===== src/rtl/mem_port_arbiter_if.sv =====
// mem_port_arbiter_if
// Bundles the three buses around the shared-memory arbiter:
//   fetch side  : if_req, if_addr -> if_rdata, if_ack, if_err
//   data side   : d_req, d_we, d_addr, d_wdata -> d_rdata, d_ack, d_err
//   memory side : mem_req, mem_we, mem_addr, mem_wdata <- mem_rdata, mem_ready
// Modport master is the arbiter's view; modport slave is the view of the
// environment (core requesters plus memory) that surrounds it.
interface mem_port_arbiter_if #(
  parameter int DATA_WIDTH = 32,
  parameter int ADDR_WIDTH = 32
);
  // Instruction-fetch requester
  logic                  if_req;
  logic [ADDR_WIDTH-1:0] if_addr;
  logic [DATA_WIDTH-1:0] if_rdata;
  logic                  if_ack;
  logic                  if_err;

  // Load/store requester
  logic                  d_req;
  logic                  d_we;
  logic [ADDR_WIDTH-1:0] d_addr;
  logic [DATA_WIDTH-1:0] d_wdata;
  logic [DATA_WIDTH-1:0] d_rdata;
  logic                  d_ack;
  logic                  d_err;

  // Single-ported memory
  logic                  mem_req;
  logic                  mem_we;
  logic [ADDR_WIDTH-1:0] mem_addr;
  logic [DATA_WIDTH-1:0] mem_wdata;
  logic [DATA_WIDTH-1:0] mem_rdata;
  logic                  mem_ready;

  modport master (
    input  if_req, if_addr,
    output if_rdata, if_ack, if_err,
    input  d_req, d_we, d_addr, d_wdata,
    output d_rdata, d_ack, d_err,
    output mem_req, mem_we, mem_addr, mem_wdata,
    input  mem_rdata, mem_ready
  );

  modport slave (
    output if_req, if_addr,
    input  if_rdata, if_ack, if_err,
    output d_req, d_we, d_addr, d_wdata,
    input  d_rdata, d_ack, d_err,
    input  mem_req, mem_we, mem_addr, mem_wdata,
    output mem_rdata, mem_ready
  );
endinterface


===== src/rtl/mem_port_arbiter.sv =====
// mem_port_arbiter
// Shares one single-ported memory between the instruction-fetch and the
// load/store requesters of the core. One access is in flight at a time:
// IDLE picks a requester, MEM_I/MEM_D drive the memory from latched copies
// of the request, RESP pulses the owner's ack with its read data and error.
// Data has priority over fetch, except when fetch has already lost MAX_WAIT
// grants in a row. An access that sees no mem_ready for TIMEOUT cycles is
// terminated with err = 1 and rdata = 0.
// Ports:
//   clock  - rising-edge system clock
//   reset  - asynchronous, active-low; clears all state and outputs
//   bus    - mem_port_arbiter_if.master (fetch, data and memory buses)
module mem_port_arbiter #(
  parameter int DATA_WIDTH = 32,
  parameter int ADDR_WIDTH = 32,
  parameter int MAX_WAIT   = 3,
  parameter int TIMEOUT    = 16
) (
  input  logic                 clock,
  input  logic                 reset,
  mem_port_arbiter_if.master   bus
);

  localparam int SW = $clog2(MAX_WAIT + 1);

  typedef enum logic [1:0] {
    IDLE  = 2'd0,
    MEM_I = 2'd1,
    MEM_D = 2'd2,
    RESP  = 2'd3
  } state_t;

  state_t        state;
  logic [SW-1:0] starve_cnt;
  logic [7:0]    tmo_cnt;
  logic          starve_full;
  logic          fetch_forced;
  logic          access_done;

  // Fetch has lost MAX_WAIT grants in a row and is still asking: it wins.
  assign starve_full  = (starve_cnt == SW'(MAX_WAIT));
  assign fetch_forced = bus.if_req && starve_full;

  // The access ends either with the memory's answer or with the watchdog.
  assign access_done  = bus.mem_ready || (tmo_cnt == 8'(TIMEOUT - 1));

  always_ff @(posedge clock or negedge reset) begin
    if (!reset) begin
      state         <= IDLE;
      starve_cnt    <= '0;
      tmo_cnt       <= '0;
      bus.mem_req   <= 1'b0;
      bus.mem_we    <= 1'b0;
      bus.mem_addr  <= '0;
      bus.mem_wdata <= '0;
      bus.if_ack    <= 1'b0;
      bus.if_err    <= 1'b0;
      bus.if_rdata  <= '0;
      bus.d_ack     <= 1'b0;
      bus.d_err     <= 1'b0;
      bus.d_rdata   <= '0;
    end else begin
      // Acks are single-cycle pulses raised only on entry to RESP.
      bus.if_ack <= 1'b0;
      bus.d_ack  <= 1'b0;

      case (state)
        IDLE: begin
          tmo_cnt <= '0;
          if (bus.d_req && !fetch_forced) begin
            state         <= MEM_D;
            bus.mem_req   <= 1'b1;
            bus.mem_we    <= bus.d_we;
            bus.mem_addr  <= ADDR_WIDTH'(bus.d_addr);
            bus.mem_wdata <= DATA_WIDTH'(bus.d_wdata);
            // Only a grant that overtakes a waiting fetch counts as starvation.
            if (bus.if_req && !starve_full) begin
              starve_cnt <= starve_cnt + 1'b1;
            end
          end else if (bus.if_req) begin
            state        <= MEM_I;
            bus.mem_req  <= 1'b1;
            bus.mem_we   <= 1'b0;
            bus.mem_addr <= ADDR_WIDTH'(bus.if_addr);
            starve_cnt   <= '0;
          end
        end

        MEM_I, MEM_D: begin
          if (access_done) begin
            state       <= RESP;
            tmo_cnt     <= '0;
            bus.mem_req <= 1'b0;
            bus.mem_we  <= 1'b0;
            // mem_ready takes precedence over a watchdog expiring the same cycle.
            if (state == MEM_I) begin
              bus.if_ack   <= 1'b1;
              bus.if_err   <= !bus.mem_ready;
              bus.if_rdata <= bus.mem_ready ? bus.mem_rdata : {DATA_WIDTH{1'b0}};
            end else begin
              bus.d_ack    <= 1'b1;
              bus.d_err    <= !bus.mem_ready;
              bus.d_rdata  <= bus.mem_ready ? bus.mem_rdata : {DATA_WIDTH{1'b0}};
            end
          end else begin
            tmo_cnt <= tmo_cnt + 8'd1;
          end
        end

        RESP: begin
          // Requesters drop req on this edge, so IDLE sees fresh requests only.
          state   <= IDLE;
          tmo_cnt <= '0;
        end

        default: begin
          state <= IDLE;
        end
      endcase
    end
  end

endmodule


===== src/flat_wrapper.sv =====
// flat-port wrapper written by rule: the top's interface ports become plain ports
module mem_port_arbiter_flat 
#(
  parameter int DATA_WIDTH = 32,
  parameter int ADDR_WIDTH = 32,
  parameter int MAX_WAIT   = 3,
  parameter int TIMEOUT    = 16
)
  (clock, reset, bus_if_req, bus_if_addr, bus_if_rdata, bus_if_ack, bus_if_err, bus_d_req, bus_d_we, bus_d_addr, bus_d_wdata, bus_d_rdata, bus_d_ack, bus_d_err, bus_mem_req, bus_mem_we, bus_mem_addr, bus_mem_wdata, bus_mem_rdata, bus_mem_ready);
  mem_port_arbiter_if #(.DATA_WIDTH(DATA_WIDTH), .ADDR_WIDTH(ADDR_WIDTH)) bus_i ();
  input  logic clock;
  input  logic reset;
  input wire logic [$bits(bus_i.if_req)-1:0] bus_if_req;
  input wire logic [$bits(bus_i.if_addr)-1:0] bus_if_addr;
  output wire logic [$bits(bus_i.if_rdata)-1:0] bus_if_rdata;
  output wire logic [$bits(bus_i.if_ack)-1:0] bus_if_ack;
  output wire logic [$bits(bus_i.if_err)-1:0] bus_if_err;
  input wire logic [$bits(bus_i.d_req)-1:0] bus_d_req;
  input wire logic [$bits(bus_i.d_we)-1:0] bus_d_we;
  input wire logic [$bits(bus_i.d_addr)-1:0] bus_d_addr;
  input wire logic [$bits(bus_i.d_wdata)-1:0] bus_d_wdata;
  output wire logic [$bits(bus_i.d_rdata)-1:0] bus_d_rdata;
  output wire logic [$bits(bus_i.d_ack)-1:0] bus_d_ack;
  output wire logic [$bits(bus_i.d_err)-1:0] bus_d_err;
  output wire logic [$bits(bus_i.mem_req)-1:0] bus_mem_req;
  output wire logic [$bits(bus_i.mem_we)-1:0] bus_mem_we;
  output wire logic [$bits(bus_i.mem_addr)-1:0] bus_mem_addr;
  output wire logic [$bits(bus_i.mem_wdata)-1:0] bus_mem_wdata;
  input wire logic [$bits(bus_i.mem_rdata)-1:0] bus_mem_rdata;
  input wire logic [$bits(bus_i.mem_ready)-1:0] bus_mem_ready;
  assign bus_i.if_req = bus_if_req;
  assign bus_i.if_addr = bus_if_addr;
  assign bus_if_rdata = bus_i.if_rdata;
  assign bus_if_ack = bus_i.if_ack;
  assign bus_if_err = bus_i.if_err;
  assign bus_i.d_req = bus_d_req;
  assign bus_i.d_we = bus_d_we;
  assign bus_i.d_addr = bus_d_addr;
  assign bus_i.d_wdata = bus_d_wdata;
  assign bus_d_rdata = bus_i.d_rdata;
  assign bus_d_ack = bus_i.d_ack;
  assign bus_d_err = bus_i.d_err;
  assign bus_mem_req = bus_i.mem_req;
  assign bus_mem_we = bus_i.mem_we;
  assign bus_mem_addr = bus_i.mem_addr;
  assign bus_mem_wdata = bus_i.mem_wdata;
  assign bus_i.mem_rdata = bus_mem_rdata;
  assign bus_i.mem_ready = bus_mem_ready;
  mem_port_arbiter #(.DATA_WIDTH(DATA_WIDTH), .ADDR_WIDTH(ADDR_WIDTH), .MAX_WAIT(MAX_WAIT), .TIMEOUT(TIMEOUT)) u_core (.clock(clock), .reset(reset), .bus(bus_i));
endmodule

===== config.mk =====
export PLATFORM = sky130hd
export DESIGN_NAME = mem_port_arbiter_flat
export DESIGN_NICKNAME = d
export VERILOG_FILES = /design/src/rtl/mem_port_arbiter_if.sv /design/src/rtl/mem_port_arbiter.sv /design/src/flat_wrapper.sv
export SDC_FILE = /design/constraint.sdc
export NUM_CORES = 1
export LEC_CHECK = 0
export ABC_AREA = 1
export CORE_MARGIN = 2
export CORE_UTILIZATION = 45
export DETAILED_ROUTE_END_ITERATION = 10
export PLACE_DENSITY = 0.95
export SLEW_MARGIN = 5
export SYNTH_ARGS = -nofsm -noshare
export SYNTH_HDL_FRONTEND = slang
export SYNTH_SLANG_ARGS = --single-unit

===== constraint.sdc =====
create_clock -name clock -period 4.1 [get_ports clock]
set_input_delay 0.82 -clock clock [delete_from_list [all_inputs] [get_ports clock]]
set_output_delay 0.82 -clock clock [all_outputs]
set_load 0.01 [all_outputs]

; Yosys cells after proc, flatten, opt, wreduce, memory -nomap -nowiden
; Cells that the tools add are included.
[word_totals]
word_cells = 68
regBits = 146
in_bits = 134
out_inout_bits = 134
[classes]
n_reduce_logical = 19
n_mux = 25
bitwise_logic = 1
add_sub_neg = 2
n_eq_ne = 8
[op_table]
columns = op, count
row1 = 2-to-1 mux 32 bit, 3
row2 = one-hot mux 8 bit (2 select lines), 1
row3 = 2-to-1 mux 2 bit, 6
row4 = AND reduction 3 bit, 4
row5 = 2-to-1 mux 1 bit, 11
row6 = adder 8 x 1 -> 8 bit (second input constant), 1
row7 = equality test 8 x 4 -> 1 bit (second input constant), 1
row8 = 2-to-1 mux 8 bit, 1
row9 = equality test 2 bit (second input constant), 3
row10 = one-hot mux 2 bit (3 select lines), 1
row11 = AND reduction 2 bit, 3
row12 = one-hot mux 1 bit (2 select lines), 2
row13 = nonzero test 2 bit, 2
row14 = OR reduction 2 bit, 2
row15 = logical AND 1 bit, 3
row16 = logical NOT 1 bit, 3
row17 = != test 3 x 2 -> 1 bit (second input constant), 1
row18 = adder 2 x 1 -> 2 bit (second input constant), 1
row19 = equality test 2 x 1 -> 1 bit (second input constant), 1
row20 = logical NOT 2 bit, 1
row21 = != test 2 x 1 -> 1 bit (second input constant), 1
row22 = != test 2 bit (second input constant), 1
row23 = logical OR 1 bit, 1
row24 = NOT 1 bit, 1

; Depth between registers and ports, before layout
[depth]
depth_word = 6
mapped_depth = 9
mapped_depth_nobuf = 8

; Worst setup path before layout
; OpenSTA, ideal clock, no wires.
[synth_path]
path_kind = input-to-reg
start = input port bus_d_req
end = register u_core.bus.mem_wdata[10]
cell_stages = 5
required_time_ns = 3.975
arrival_ns = 1.657
path_buffers = 1
slack_ns = 2.318
setup_time_ns = 0.125
path_cell_list = inv_2 -> a21oi_4 -> nand2_2 -> buf_6 -> mux2_4
[synth_via]
elab_chain_len = 2
[synth_rtl]
columns = item, line_no
row1 = start: declaration, flat_wrapper.sv:18  ; input wire logic [$bits(bus_i.d_req)-1:0] bus_d_req;
row2 = logical AND 1 bit, mem_port_arbiter.sv:70  ; if (bus.d_req && !fetch_forced) begin
row3 = AND reduction 2 bit (no line), -
row4 = end signal: assignment, mem_port_arbiter.sv:75  ; bus.mem_wdata <= DATA_WIDTH'(bus.d_wdata);
row5 = end: declaration, mem_port_arbiter_if.sv:41  ; output mem_req, mem_we, mem_addr, mem_wdata,
; Every way passes these cells.
; A chain may end at the register's enable or synchronous reset.

; Worst setup path after layout
[layout_path]
start = input port bus_if_req
end = register u_core.state[1]
[layout_via]
elab_chain_len = 5
word_cells_on_any_way = 7
cone_classes = eq/ne: 1 / mux: 2 / reduce/logical: 4
[layout_rtl]
columns = item, line_no
row1 = start: declaration, flat_wrapper.sv:13  ; input wire logic [$bits(bus_i.if_req)-1:0] bus_if_req;
row2 = logical AND 1 bit, mem_port_arbiter.sv:42  ; assign fetch_forced = bus.if_req && starve_full;
row3 = logical NOT 1 bit, mem_port_arbiter.sv:70
row4 = logical AND 1 bit, mem_port_arbiter.sv:70
row5 = 2-to-1 mux 2 bit / != test 3 x 2 -> 1 bit (equally long branches), -
row6 = one-hot mux 2 bit (3 select lines) / AND reduction 2 bit (equally long branches), -
row7 = end signal: assignment, mem_port_arbiter.sv:71  ; state <= MEM_D;
row8 = end signal: assignment, mem_port_arbiter.sv:81  ; state <= MEM_I;
row9 = end signal: assignment, mem_port_arbiter.sv:91  ; state <= RESP;
row10 = end: declaration, mem_port_arbiter.sv:33  ; state_t state;
; Several ways; a longest one is shown, not always the timed one.

==> impl_metrics.json <==
{
  "drt_first_iter_violations": 518,
  "ys_top_cells_by_area": "dfrtp_1 (60%), nand2_1 (13%), mux2_4 (6.9%), nand3_1 (5.9%), a31oi_1 (3.3%)",
  "start_util_pct": 46.1,
  "synth_edf_count": 0,
  "fp.dieW_um": 121,
  "cts_buffers": 17,
  "routed_wl_um": 17900,
  "ctsResizeCount": 0,
  "yosysTopAreaCell": "dfrtp_1",
  "hold_buffers": 0,
  "nNetsFinal": 1024,
  "fin_util_pct": 71.4,
  "io_buffer_count": 267,
  "power_density_nw_per_um2": 771,
  "yosysMostFrequentCell": "nand2_1",
  "synth_nets": 768,
  "setup.worst_path.start_class": "primary input",
  "worstPathArrival_ns": 2.82,
  "synthTopCellsByCount": "nand2_1 (217), dfrtp_1 (146), nand3_1 (72)",
  "grt_usage_pct": 25.1,
  "die_height_um": 121,
  "cts.sinks": 146,
  "cts_tree": "built",
  "grt_pass1_wl_um": 28200,
  "clk_latency_ns": 0.43,
  "io_pins": 268,
  "avgSynthCellArea_um2": 9.76,
  "wl_per_cell_um": 16.7,
  "drive_above_1_share_pct": 9.03,
  "drv_cap": 0,
  "ys_types": 22,
  "hpwlAfterDp_um": 12800,
  "p_total_mw": 7.31,
  "finClkSkew_ns": 0.0137,
  "finalMaxSlewViolations": 0,
  "n_antenna_cell": 0,
  "root_buffer": "clkbuf_16",
  "ys.warnings.count": 0,
  "nFillCells": 915,
  "crit_start": "bus_if_req",
  "cp.buffers_inverters": 1,
  "synth_top_area_share_pct": 59.6,
  "grt_pass1_vias": 5646,
  "worstMarginPinSlew_ns": 1.09,
  "cp_cell_sequence": "clkdlybuf4s50_1 > a21oi_4 > nand2_2 > o21ai_0 > nand3_1 > nand2_1",
  "hold_class": "primary input to asynchronous set/reset pin",
  "drt-pass1-iter-count": 5,
  "post-route-min-period_ns": 2.51,
  "r2r-end": "u_core.state[1]",
  "overflow": 0,
  "crit_path_max_incr_delay_ns": 0.80,
  "htreeDepth": 4,
  "antenna_found_initial": 0,
  "gp_congestion": 0.797,
  "cp-end-kind": "register",
  "ys_seq_area_share_pct": 59.6,
  "required_ns": 4.41,
  "fp-row-count": 42,
  "area_growth_pct": 54.8,
  "clkTransAtPathRegs_ns": 0.07,
  "reg2regPathDepth": 6,
  "period_share_pct": 61.3,
  "r2r_start": "u_core.state[0]",
  "max_freq_mhz": 398,
  "p_leak_nw": 4.42,
  "synthCells": 628,
  "crit_fanout": 34,
  "max-clock-path-buffers": 2,
  "rsz0062_at_grt": "false",
  "outcome": "completed",
  "worst-setup-path-type": "primary input to register",
  "setup_viol": 0,
  "multiInputGateArea_um2": 2230,
  "seq_area_um2": 3650,
  "post-cts-setup-buffers": 0,
  "ys.flop_type": "dfrtp_1",
  "num_vias": 5531,
  "synth-seq-cells": 146,
  "die_area_um2": 14600,
  "peakVddDrop_mv": 0.453,
  "timing.final.hold_violations": 0,
  "vias_per_cell": 5.15,
  "coreArea_um2": 13300,
  "slowest_stage": "nand2_2",
  "synthArstFlopShare_pct": 100,
  "tns_ns": 0,
  "final_antenna_net_count": 0,
  "cp_top_family": "simple AND/OR/NAND/NOR gates",
  "grt_max_degree": 82,
  "netlist_area_um2": 6130,
  "drc": 0,
  "reg2reg_slack_ns": 1.83,
  "timing.slew.headroom_pct": 27.0
}
## flip-flops by register name, indices dropped and copies added (netlist names)
register and flops:
u_core.bus.d_ack 1, u_core.tmo_cnt 8, u_core.starve_cnt 2, u_core.bus.if_rdata 32, u_core.bus.if_ack 1, u_core.bus.mem_addr 32, u_core.bus.mem_we 1, u_core.bus.mem_req 1
u_core.bus.mem_wdata 32, u_core.bus.if_err 1, u_core.bus.d_err 1, u_core.state 2, u_core.bus.d_rdata 32
## logic make-up after synthesis
group | after synthesis | synth area share [%]
AOI/OAI and AO/OA | 43 | 4.35
buffers and inverters | 56 | 4.22
and+or+nand+nor | 345 | 23.0
muxes | 32 | 7.59
DFF | 146 | 59.6
adders and majority gates | 6 | 1.22
## per-stage QoR
stage	hold WS (ns)	area, µm²	std cells	setup WS (ns)
finish	0.424	9490	1073	1.59
global route	0.468	9490	1073	1.52
CTS	0.442	9490	1073	1.64
detailed placement	0.457	8900	1041	1.20
global placement	0.449	8900	1041	1.26
floorplan	0.433	6130	628	2.32
## layout by cell type, fill, tap and decap left out, types with 3 or more instances in the layout
cell	n
nand2_1	217
nor3_1	4
inv_8	4
clkdlybuf4s50_1	265
clkinv_8	3
nor2_1	44
inv_6	5
a31oi_1	32
nand3_1	72
dfrtp_1	146
ha_1	6
o21ai_0	6
mux2_2	4
buf_4	8
mux2_4	28
nand2_2	3
clkbuf_16	17
nand4_1	3
a21oi_1	3
inv_1	16
## final cells by class
class	count	area share (%)
clock buffers	17	4.48
clock inverters	15	1.71
inverters	18	0.712
multi-input cells	426	23.5
flip-flops and latches	146	38.5
well taps	176	2.32
repair buffers	275	28.8
## routing by layer
layer / global-route usage (%) / vias to the layer above / share of wire, %
met4: 11.1 / 0 / 2.6
met1: 28.5 / 2641 / 37
met5: 0 / - / 0
met2: 43.5 / 282 / 51
met3: 7.83 / 37 / 8.6
li1: - / 2571 / -
## power breakdown
| group | switching (mW) | leakage, nW | internal, mW | total (mW) |
|---|---|---|---|---|
| clock network | 0.694 | 0.285 | 0.816 | 1.51 |
| registers | 0.398 | 1.77 | 2.11 | 2.51 |
| logic | 1.51 | 2.36 | 1.78 | 3.29 |
## worst max-delay path by stage
stage	end	slack, ns	cells after the start
finish	u_core.state[1]	1.59	6
global route	u_core.state[1]	1.52	6
CTS	u_core.bus.mem_wdata[28]	1.64	5
detailed placement	u_core.bus.mem_wdata[17]	1.20	5
global placement	u_core.bus.mem_wdata[16]	1.26	5
floorplan	u_core.bus.mem_wdata[10]	2.32	5
Power figures use the tool's default switching activity.
